**src/rtl/fir_pkg.sv**
```systemverilog
// Shared types and defaults for the FIR complex-multiply datapath.
package fir_pkg;

    localparam int unsigned FIR_DATA_WIDTH  = 16;
    localparam int unsigned FIR_SHIFT_WIDTH = 5;

    typedef enum logic [1:0] {
        FIR_CM_AB    = 2'b00,
        FIR_CM_CONJA = 2'b01,
        FIR_CM_CONJB = 2'b10
    } FIR_CONJ_MODE;

    typedef struct packed {
        logic signed [FIR_DATA_WIDTH-1:0] data_r;
        logic signed [FIR_DATA_WIDTH-1:0] data_i;
    } fir_sample_t;

    // Raw 2'b11 has no meaning of its own and folds onto conj(A)*B.
    function automatic FIR_CONJ_MODE fir_decode_mode(input logic [1:0] raw);
        case (raw)
            2'b00:   return FIR_CM_AB;
            2'b10:   return FIR_CM_CONJB;
            default: return FIR_CM_CONJA;
        endcase
    endfunction

endpackage

```
**src/rtl/fir_shift_rnd_sat.sv**
```systemverilog
// Single-rail arithmetic right shift, optional round-half-up, saturate to DATA_W.
// Rounding is enabled by defining FIR_CMULT_ROUND_EN; otherwise the shift truncates.
module fir_shift_rnd_sat #(
    parameter int unsigned DATA_W  = 16,
    parameter int unsigned SHIFT_W = 5
) (
    input  logic signed [2*DATA_W:0]  sum,
    input  logic        [SHIFT_W-1:0] shift,
    output logic signed [DATA_W-1:0]  res,
    output logic                      clip
);

    localparam int unsigned SW = 2 * DATA_W + 1;
    localparam int unsigned WW = SW + 1;
    localparam logic signed [DATA_W-1:0] MaxV = {1'b0, {(DATA_W - 1){1'b1}}};
    localparam logic signed [DATA_W-1:0] MinV = {1'b1, {(DATA_W - 1){1'b0}}};

    logic signed [WW-1:0] wide;
    logic signed [WW-1:0] shifted;
    logic        [31:0]   shamt;
    logic                 big;

    always_comb begin
        shamt = 32'(shift);
        big   = shamt >= 32'(2 * DATA_W);
        wide  = WW'(sum);
`ifdef FIR_CMULT_ROUND_EN
        // One guard bit above the sum keeps the rounding add from wrapping.
        if (shamt != 32'd0 && !big) begin
            wide = wide + (WW'(1) << (shamt - 32'd1));
        end
`endif
        shifted = wide >>> shamt;
        clip    = 1'b0;
        res     = shifted[DATA_W-1:0];
        if (big) begin
`ifdef FIR_CMULT_ROUND_EN
            res = '0;
`else
            res = sum[SW-1] ? '1 : '0;
`endif
        end else if (shifted[WW-1:DATA_W-1] != {(WW - DATA_W + 1){shifted[DATA_W-1]}}) begin
            clip = 1'b1;
            res  = shifted[WW-1] ? MinV : MaxV;
        end
    end

endmodule

```
**src/rtl/fir_cmult_stream.sv**
```systemverilog
// Streaming complex multiplier (A*B, conj(A)*B, A*conj(B)) with stall, shift and saturation.
// Define FIR_CMULT_ROUND_EN for round-half-up scaling; default build truncates.
module fir_cmult_stream
    import fir_pkg::*;
#(
    parameter int unsigned DATA_W    = FIR_DATA_WIDTH,
    parameter int unsigned SHIFT_W   = FIR_SHIFT_WIDTH,
    parameter int unsigned MULT_PIPE = 0,
    parameter int unsigned CNT_W     = 16
) (
    input  logic                      clk,
    input  logic                      rst,
    input  logic                      in_valid,
    output logic                      in_ready,
    input  logic signed [DATA_W-1:0]  opa_r,
    input  logic signed [DATA_W-1:0]  opa_i,
    input  logic signed [DATA_W-1:0]  opb_r,
    input  logic signed [DATA_W-1:0]  opb_i,
    input  logic        [1:0]         conj_mode,
    input  logic        [SHIFT_W-1:0] shift,
    output logic                      out_valid,
    input  logic                      out_ready,
    output logic signed [DATA_W-1:0]  out_r,
    output logic signed [DATA_W-1:0]  out_i,
    output logic                      sat_flag,
    output logic        [CNT_W-1:0]   sat_count,
    input  logic                      clr_sat
);

    localparam int unsigned PW = 2 * DATA_W;
    localparam int unsigned SW = 2 * DATA_W + 1;

    logic en;
    assign en       = !out_valid || out_ready;
    assign in_ready = en;

    logic                      src_valid;
    logic signed [DATA_W-1:0]  src_ar, src_ai, src_br, src_bi;
    FIR_CONJ_MODE              src_mode;
    logic        [SHIFT_W-1:0] src_shift;

    if (MULT_PIPE != 0) begin : g_mpipe
        logic                      m_valid;
        logic signed [DATA_W-1:0]  m_ar, m_ai, m_br, m_bi;
        FIR_CONJ_MODE              m_mode;
        logic        [SHIFT_W-1:0] m_shift;

        always_ff @(posedge clk) begin
            if (rst) begin
                m_valid <= 1'b0;
            end else if (en) begin
                m_valid <= in_valid;
                m_ar    <= opa_r;
                m_ai    <= opa_i;
                m_br    <= opb_r;
                m_bi    <= opb_i;
                m_mode  <= fir_decode_mode(conj_mode);
                m_shift <= shift;
            end
        end

        assign src_valid = m_valid;
        assign src_ar    = m_ar;
        assign src_ai    = m_ai;
        assign src_br    = m_br;
        assign src_bi    = m_bi;
        assign src_mode  = m_mode;
        assign src_shift = m_shift;
    end else begin : g_nopipe
        assign src_valid = in_valid;
        assign src_ar    = opa_r;
        assign src_ai    = opa_i;
        assign src_br    = opb_r;
        assign src_bi    = opb_i;
        assign src_mode  = fir_decode_mode(conj_mode);
        assign src_shift = shift;
    end

    // Stage 1: raw products.
    logic                      s1_valid;
    logic signed [PW-1:0]      p_rr, p_ii, p_ri, p_ir;
    FIR_CONJ_MODE              s1_mode;
    logic        [SHIFT_W-1:0] s1_shift;

    always_ff @(posedge clk) begin
        if (rst) begin
            s1_valid <= 1'b0;
        end else if (en) begin
            s1_valid <= src_valid;
            p_rr     <= PW'(src_ar) * PW'(src_br);
            p_ii     <= PW'(src_ai) * PW'(src_bi);
            p_ri     <= PW'(src_ar) * PW'(src_bi);
            p_ir     <= PW'(src_ai) * PW'(src_br);
            s1_mode  <= src_mode;
            s1_shift <= src_shift;
        end
    end

    // Stage 2: combine, scale, saturate.
    logic signed [SW-1:0]     rr, ii, ri, ir;
    logic signed [SW-1:0]     sum_re, sum_im;
    logic signed [DATA_W-1:0] res_re, res_im;
    logic                     clip_re, clip_im;

    always_comb begin
        rr     = SW'(p_rr);
        ii     = SW'(p_ii);
        ri     = SW'(p_ri);
        ir     = SW'(p_ir);
        sum_re = rr - ii;
        sum_im = ri + ir;
        case (s1_mode)
            FIR_CM_CONJA: begin
                sum_re = rr + ii;
                sum_im = ri - ir;
            end
            FIR_CM_CONJB: begin
                sum_re = rr + ii;
                sum_im = ir - ri;
            end
            default: ;
        endcase
    end

    fir_shift_rnd_sat #(
        .DATA_W  (DATA_W),
        .SHIFT_W (SHIFT_W)
    ) u_rail_re (
        .sum   (sum_re),
        .shift (s1_shift),
        .res   (res_re),
        .clip  (clip_re)
    );

    fir_shift_rnd_sat #(
        .DATA_W  (DATA_W),
        .SHIFT_W (SHIFT_W)
    ) u_rail_im (
        .sum   (sum_im),
        .shift (s1_shift),
        .res   (res_im),
        .clip  (clip_im)
    );

    always_ff @(posedge clk) begin
        if (rst) begin
            out_valid <= 1'b0;
            out_r     <= '0;
            out_i     <= '0;
            sat_flag  <= 1'b0;
        end else if (en) begin
            out_valid <= s1_valid;
            if (s1_valid) begin
                out_r    <= res_re;
                out_i    <= res_im;
                sat_flag <= clip_re || clip_im;
            end
        end
    end

    // Counts accepted saturated beats; clear wins over a same-cycle increment.
    always_ff @(posedge clk) begin
        if (rst || clr_sat) begin
            sat_count <= '0;
        end else if (out_valid && out_ready && sat_flag && (sat_count != '1)) begin
            sat_count <= sat_count + CNT_W'(1);
        end
    end

endmodule

```
**config.mk**
```make
export PLATFORM = sky130hd
export DESIGN_NAME = fir_cmult_stream
export DESIGN_NICKNAME = d
export VERILOG_FILES = /design/src/rtl/fir_pkg.sv /design/src/rtl/fir_shift_rnd_sat.sv /design/src/rtl/fir_cmult_stream.sv
export SDC_FILE = /design/constraint.sdc
export NUM_CORES = 2
export LEC_CHECK = 0
export BUFFER_PORTS_ARGS = -buffer_cell sky130_fd_sc_hd__buf_2
export CAP_MARGIN = 30
export CORE_MARGIN = 2
export CORE_UTILIZATION = 32
export CTS_CLUSTER_SIZE = 16
export DETAILED_ROUTE_END_ITERATION = 10
export GPL_ROUTABILITY_DRIVEN = 1
export PLACE_DENSITY = 0.46
export RECOVER_POWER = 50
export SLEW_MARGIN = 5
export SYNTH_ARGS = -nofsm -noshare
export SYNTH_HDL_FRONTEND = slang
export SYNTH_SLANG_ARGS = --single-unit
export TNS_END_PERCENT = 100
```
**constraint.sdc**
```tcl
create_clock -name clk -period 11.87 [get_ports clk]
set_input_delay 2.374 -clock clk [delete_from_list [all_inputs] [get_ports clk]]
set_output_delay 2.374 -clock clk [all_outputs]
set_load 0.03 [all_outputs]
```
Yosys cells after proc, flatten, opt, wreduce, memory -nomap -nowiden

Cells that the tools add are included.
W data, S select, Z words.

Bits in registers: 186
Latch bits: 0
RAM bits: 0
ROM bits: 0
Input bits: 76
Output and inout port bits: 51
Memories kept: 0

$add $sub $neg: 6
Multipliers: 4
Div/mod/pow operators: 0
$lt $le $gt $ge: 0
Eq/ne operators: 6
Shift operators: 2
Mux-type cells: 9
Bitwise operators: 1
Reduce and logical (&&, ||, !) cells: 11

Operator list:

| operator                | number |
|---|---|
| $mul A16 B16 Y32        | 4 |
| $sub A32 B32 Y33        | 3 |
| $sshr A33 B5 Y34        | 2 |
| $add A32 B32 Y33        | 2 |
| $pmux W33 S2            | 1 |
| $mux W16                | 4 |
| $ne A18 B18 Y1          | 2 |
| $mux W33                | 1 |
| $add A16 B1 Y16 const B | 1 |
| $ne A16 B16 Y1 const B  | 1 |
| $eq A2 B2 Y1 const B    | 2 |
| $pmux W2 S2             | 1 |
| $reduce_and A2 Y1       | 2 |
| $logic_and A1 B1 Y1     | 3 |
| $logic_or A1 B1 Y1      | 3 |
| $eq A2 B1 Y1 const B    | 1 |
| $logic_not A2 Y1        | 1 |
| $mux W1                 | 2 |
| $reduce_or A2 Y1        | 1 |
| $logic_not A1 Y1        | 1 |
| $not A1 Y1              | 1 |

Logic depth before layout (Yosys ltp)

Depth after elaboration: 7
Depth in mapped cells: 27
Depth with buffers taken out: 26

By module

Synthesis repeated with hierarchy kept, for this count alone.

Cells, all modules: 6271
Area, all modules: 56437.9 µm²

By module, submodules not included:

| module            | times used | cells each | area each (µm²) | seq. area each (µm²) |
|---|---|---|---|---|
| fir_cmult_stream  | 1          | 5645       | 51495.6         | 5074.9 |
| fir_shift_rnd_sat | 2          | 313        | 2471.1          | 0.0 |

Least setup slack after synthesis

OpenSTA, ideal clock, no wires.

Path kind: in2reg
Start: input rst
End: register p_ii[0] (enable)
Library setup time: 630 ps
Data arrival time: 8189 ps
Data required time: 11240 ps
Setup slack: 3050 ps
Stages on the path: 2
Path buffers: 1
Cells stage by stage: clkbuf_1 -> nor2_1

Word-level cells in the longest chain between the ends: 2

Ends and longest elaborated chain:

| element                     | line                   | RTL |
|---|---|---|
| start: declaration          | fir_cmult_stream.sv:12 | `input logic rst,` |
| $not A1 Y1 (no line)        | -                      |  |
| $reduce_and A2 Y1 (no line) | -                      |  |
| end signal: assignment      | fir_cmult_stream.sv:91 | `p_ii <= PW'(src_ai) * PW'(src_bi);` |
| end: declaration            | fir_cmult_stream.sv:81 | `logic signed [PW-1:0] p_rr, p_ii, p_ri, p_ir;` |

No other way between the ends.
A chain may end at the register's enable or synchronous reset.

Final worst setup path

Start: input opa_i[5]
End: register p_ir[31], data pin

Word-level cells in the longest chain between the ends: 1

Ends and longest elaborated chain:

| element                | line                   | RTL |
|---|---|---|
| start: declaration     | fir_cmult_stream.sv:16 | `input logic signed [DATA_W-1:0] opa_i,` |
| $mul A16 B16 Y32       | fir_cmult_stream.sv:93 | `p_ir <= PW'(src_ai) * PW'(src_br);` |
| end signal: assignment | fir_cmult_stream.sv:93 |  |
| end: declaration       | fir_cmult_stream.sv:81 |  |

No other way between the ends.

==> flow_summary.ini <==
[outcome]
status = finished, violations left
violations = capacitance limit, slew limit

[global_route]
antenna_found_initial = 30
grtUsageTotal_pct = 20.1
grt_pass1_vias = 46000
grt_pass1_wl_mm = 281
gr-total-overflow = 0
grt_max_degree = 77

[route]
dr_wl_met3_mm = 6.38
wirelength_mm = 182
ant_nets = 0
drc = 0
wl_met2_mm = 88.6
vias_per_cell = 5.04
top_layer_used = met5
vias = 44600
wl_per_cell_um = 20.5
drtPass1Iterations = 6
drtIter0Drc = 2646
wl_met1_mm = 82.7

[sta]
finalHoldViolations = 0
worstMarginPinSlew_ns = 3.58
rsz0062_at_grt = no
finClkSkew_ns = 0.0279
finalSetupTns_ns = 0
slew_headroom_pct = -138
report.final.slew_viol_count = 199
setup_viol = 0
layout_min_cycle_time_ns = 9.40
max_freq_mhz = 106
finalCritPeriodShare_pct = 79.2

[min_path]
holdPathStages = 2
hold_path_class = reg -> reg
hold_start = out_i[15]$_SDFFE_PP0P_
min_to = out_i[15]$_SDFFE_PP0P_

[floorplanning]
ioPinCount = 127
rows = 155
die_y_um = 428
initial_core_util_pct = 32.2
die-area_sq_um = 183000
fp.coreArea_sq_um = 178000
die_w_um = 428

[clocking]
cts_root_buffer = clkbuf_16
path_clk_slew_ns = 0.10
cts_buffer_depth = 2
hold_buffers = 0
clock_latency_ns = 0.53
cts.sinks = 186
htree_levels = 4
cts_setup_buffers = 0
cts_buffers = 17
post_cts_resized = 0
cts_tree = yes

[worst_setup_path]
path_max_fanout = 32
r2r_slack_ns = 3.99
cp_data_arrival_time_ns = 9.73
crit_type = in -> reg
reg2reg_depth = 21
cp-start-kind = primary input
rr_startpoint = p_ri[4]$_DFFE_PP_
cp-end-kind = register
crit_path_max_incr_delay_ns = 0.68
slowest_stage = buf_2
critPathBufInv = 5
path_delay_family = adder cells
cp_data_required_time_ns = 12.20
reg2reg_to = out_i[7]$_SDFFE_PP0P_

[logic_synthesis]
syn_inst = 6590
synth_edf_count = 135
synth_seq_cells = 186
async_reset_ff_share_pct = 0
synth_area_per_cell_sq_um = 8.72
ys_seq_area_share_pct = 8.83
ys_types = 115
netlist_area_sq_um = 57400
synth_area_leaders = fa_1, ha_1, inv_1, edfxtp_1, nand2_1
synth_top_cell_by_area = fa_1
synth-main-ff-cell = edfxtp_1
syn-num-nets = 8146
synth_top_cell_area_share_pct = 36.6
yosys_warnings = 0

[cells_and_area]
layout.nets = 8029
fin_util_pct = 34.1
area_delta_synth_final_pct = 5.78
drive_gt1_share_pct = 4.32
stdcell_area_sq_um = 60800

[placement]
port_buffers = 126
gp_congestion = 0.893
hpwlAfterDp_mm = 149
postPlaceCellArea_sq_um = 60200

[job]
cap_violations = 5
final cells by class:
| type | instances | area, sq um |
|---|---|---|
| antenna | 4 | 10.0 |
| inverter | 1280 | 4800 |
| tap | 2355 | 2950 |
| clock inverter | 13 | 154 |
| multi-input combinational | 4804 | 46300 |
| clock buffer | 19 | 464 |
| sequential | 186 | 5070 |
| timing repair buffer | 184 | 986 |
| fill | 18900 | 118000 |
cells by family after synthesis:
family | Yosys count | synth area share [%]
xor+xnor | 282 | 4.30
mux | 119 | 2.52
fa+ha+maj | 1480 | 46.0
simple gates | 1991 | 16.6
flops | 186 | 8.83
buf+inv | 1600 | 10.5
compound gates | 932 | 11.2
how the worst max path moves through the flow:
stage	startpoint	endpoint	slack (ns)	depth (start not counted)
floorplan	rst	p_ii[0]$_DFFE_PP_	3.05	2
global placement	opa_r[4]	p_ri[25]$_DFFE_PP_	1.87	25
detailed placement	opa_r[5]	p_ri[25]$_DFFE_PP_	1.92	25
CTS	opa_r[5]	p_ri[25]$_DFFE_PP_	2.43	25
global route	opa_r[4]	p_ri[25]$_DFFE_PP_	2.00	25
finish	opa_i[5]	p_ir[31]$_DFFE_PP_	2.47	26
synthesized netlist by cell type, drive strengths merged (31+ instances only):
library cell,count
a211oi,77
a21o,68
a21oi,227
a31oi,33
and2,395
and3,31
clkbuf,290
dfxtp,51
edfxtp,135
fa,1051
ha,429
inv,1278
mux2i,80
nand2,834
nand2b,63
nand3,86
nand4,36
nor2,313
nor3,95
o211ai,46
o21a,46
o21ai,193
or3,35
xnor2,223
xor2,59
metrics by stage:
| step | instances | worst slack (ns) | hold slack (ns) |
|---|---|---|---|
| CTS | 8841 | 2.43 | 0.457 |
| global placement | 8808 | 1.87 | 0.445 |
| finish | 8845 | 2.47 | 0.460 |
| floorplan | 6590 | 3.05 | 0.454 |
| global route | 8844 | 2.00 | 0.492 |
| detailed placement | 8809 | 1.92 | 0.445 |
registers in the layout, indices dropped and copies added, names as in the netlist:
| name | flops |
|---|---|
| sat_count | 16 |
| out_i | 16 |
| p_ir | 32 |
| s1_shift | 5 |
| sat_flag | 1 |
| out_r | 16 |
| s1_mode | 2 |
| out_valid | 1 |
| s1_valid | 1 |
| p_ri | 32 |
| p_ii | 32 |
| p_rr | 32 |
cell usage in the layout, fill, tap and decap left out, types with 55 or more instances in the layout:
master and n:
inv_1 1275, fa_1 1051, nand2_1 834, ha_1 428, and2_1 384, nor2_1 313
a21oi_1 224, xnor2_1 223, o21ai_0 184, edfxtp_1 135, nor3_1 92, nand3_1 84
mux2i_1 80, buf_2 70, a21o_1 68, nand2b_1 63, a211oi_1 62, xor2_1 59
clkbuf_1 58, buf_4 55
layer usage:
layer / up-vias / GRT usage, %
met3: 168 / 1.45
met4: 8 / 4.26
met2: 946 / 34.5
met5: - / 0
li1: 20700 / -
met1: 22800 / 27.6
worst reg2reg max path, cell delays in order, from the launching register on:
cell       delay (ns)
edfxtp_1         0.51
nor4_1           0.37
a31oi_1          0.29
nor2_1           0.59
o21ai_0          0.23
xnor2_1          0.17
ha_1             0.37
and2_1           0.29
and3_1           0.24
o2111ai_1        0.16
nand3_1          0.27
o211a_1          0.38
o31ai_1          0.69
mux2_2           0.46
nand2_1          0.38
a2111oi_0        0.22
a211oi_2         0.45
nand4bb_1        0.17
or4_1            0.53
a31oi_4          0.58
o21bai_4         0.24
a311oi_2         0.22
Power is not shown: default switching activity piles up to over one toggle a cycle in this logic, so the estimate is an artifact.
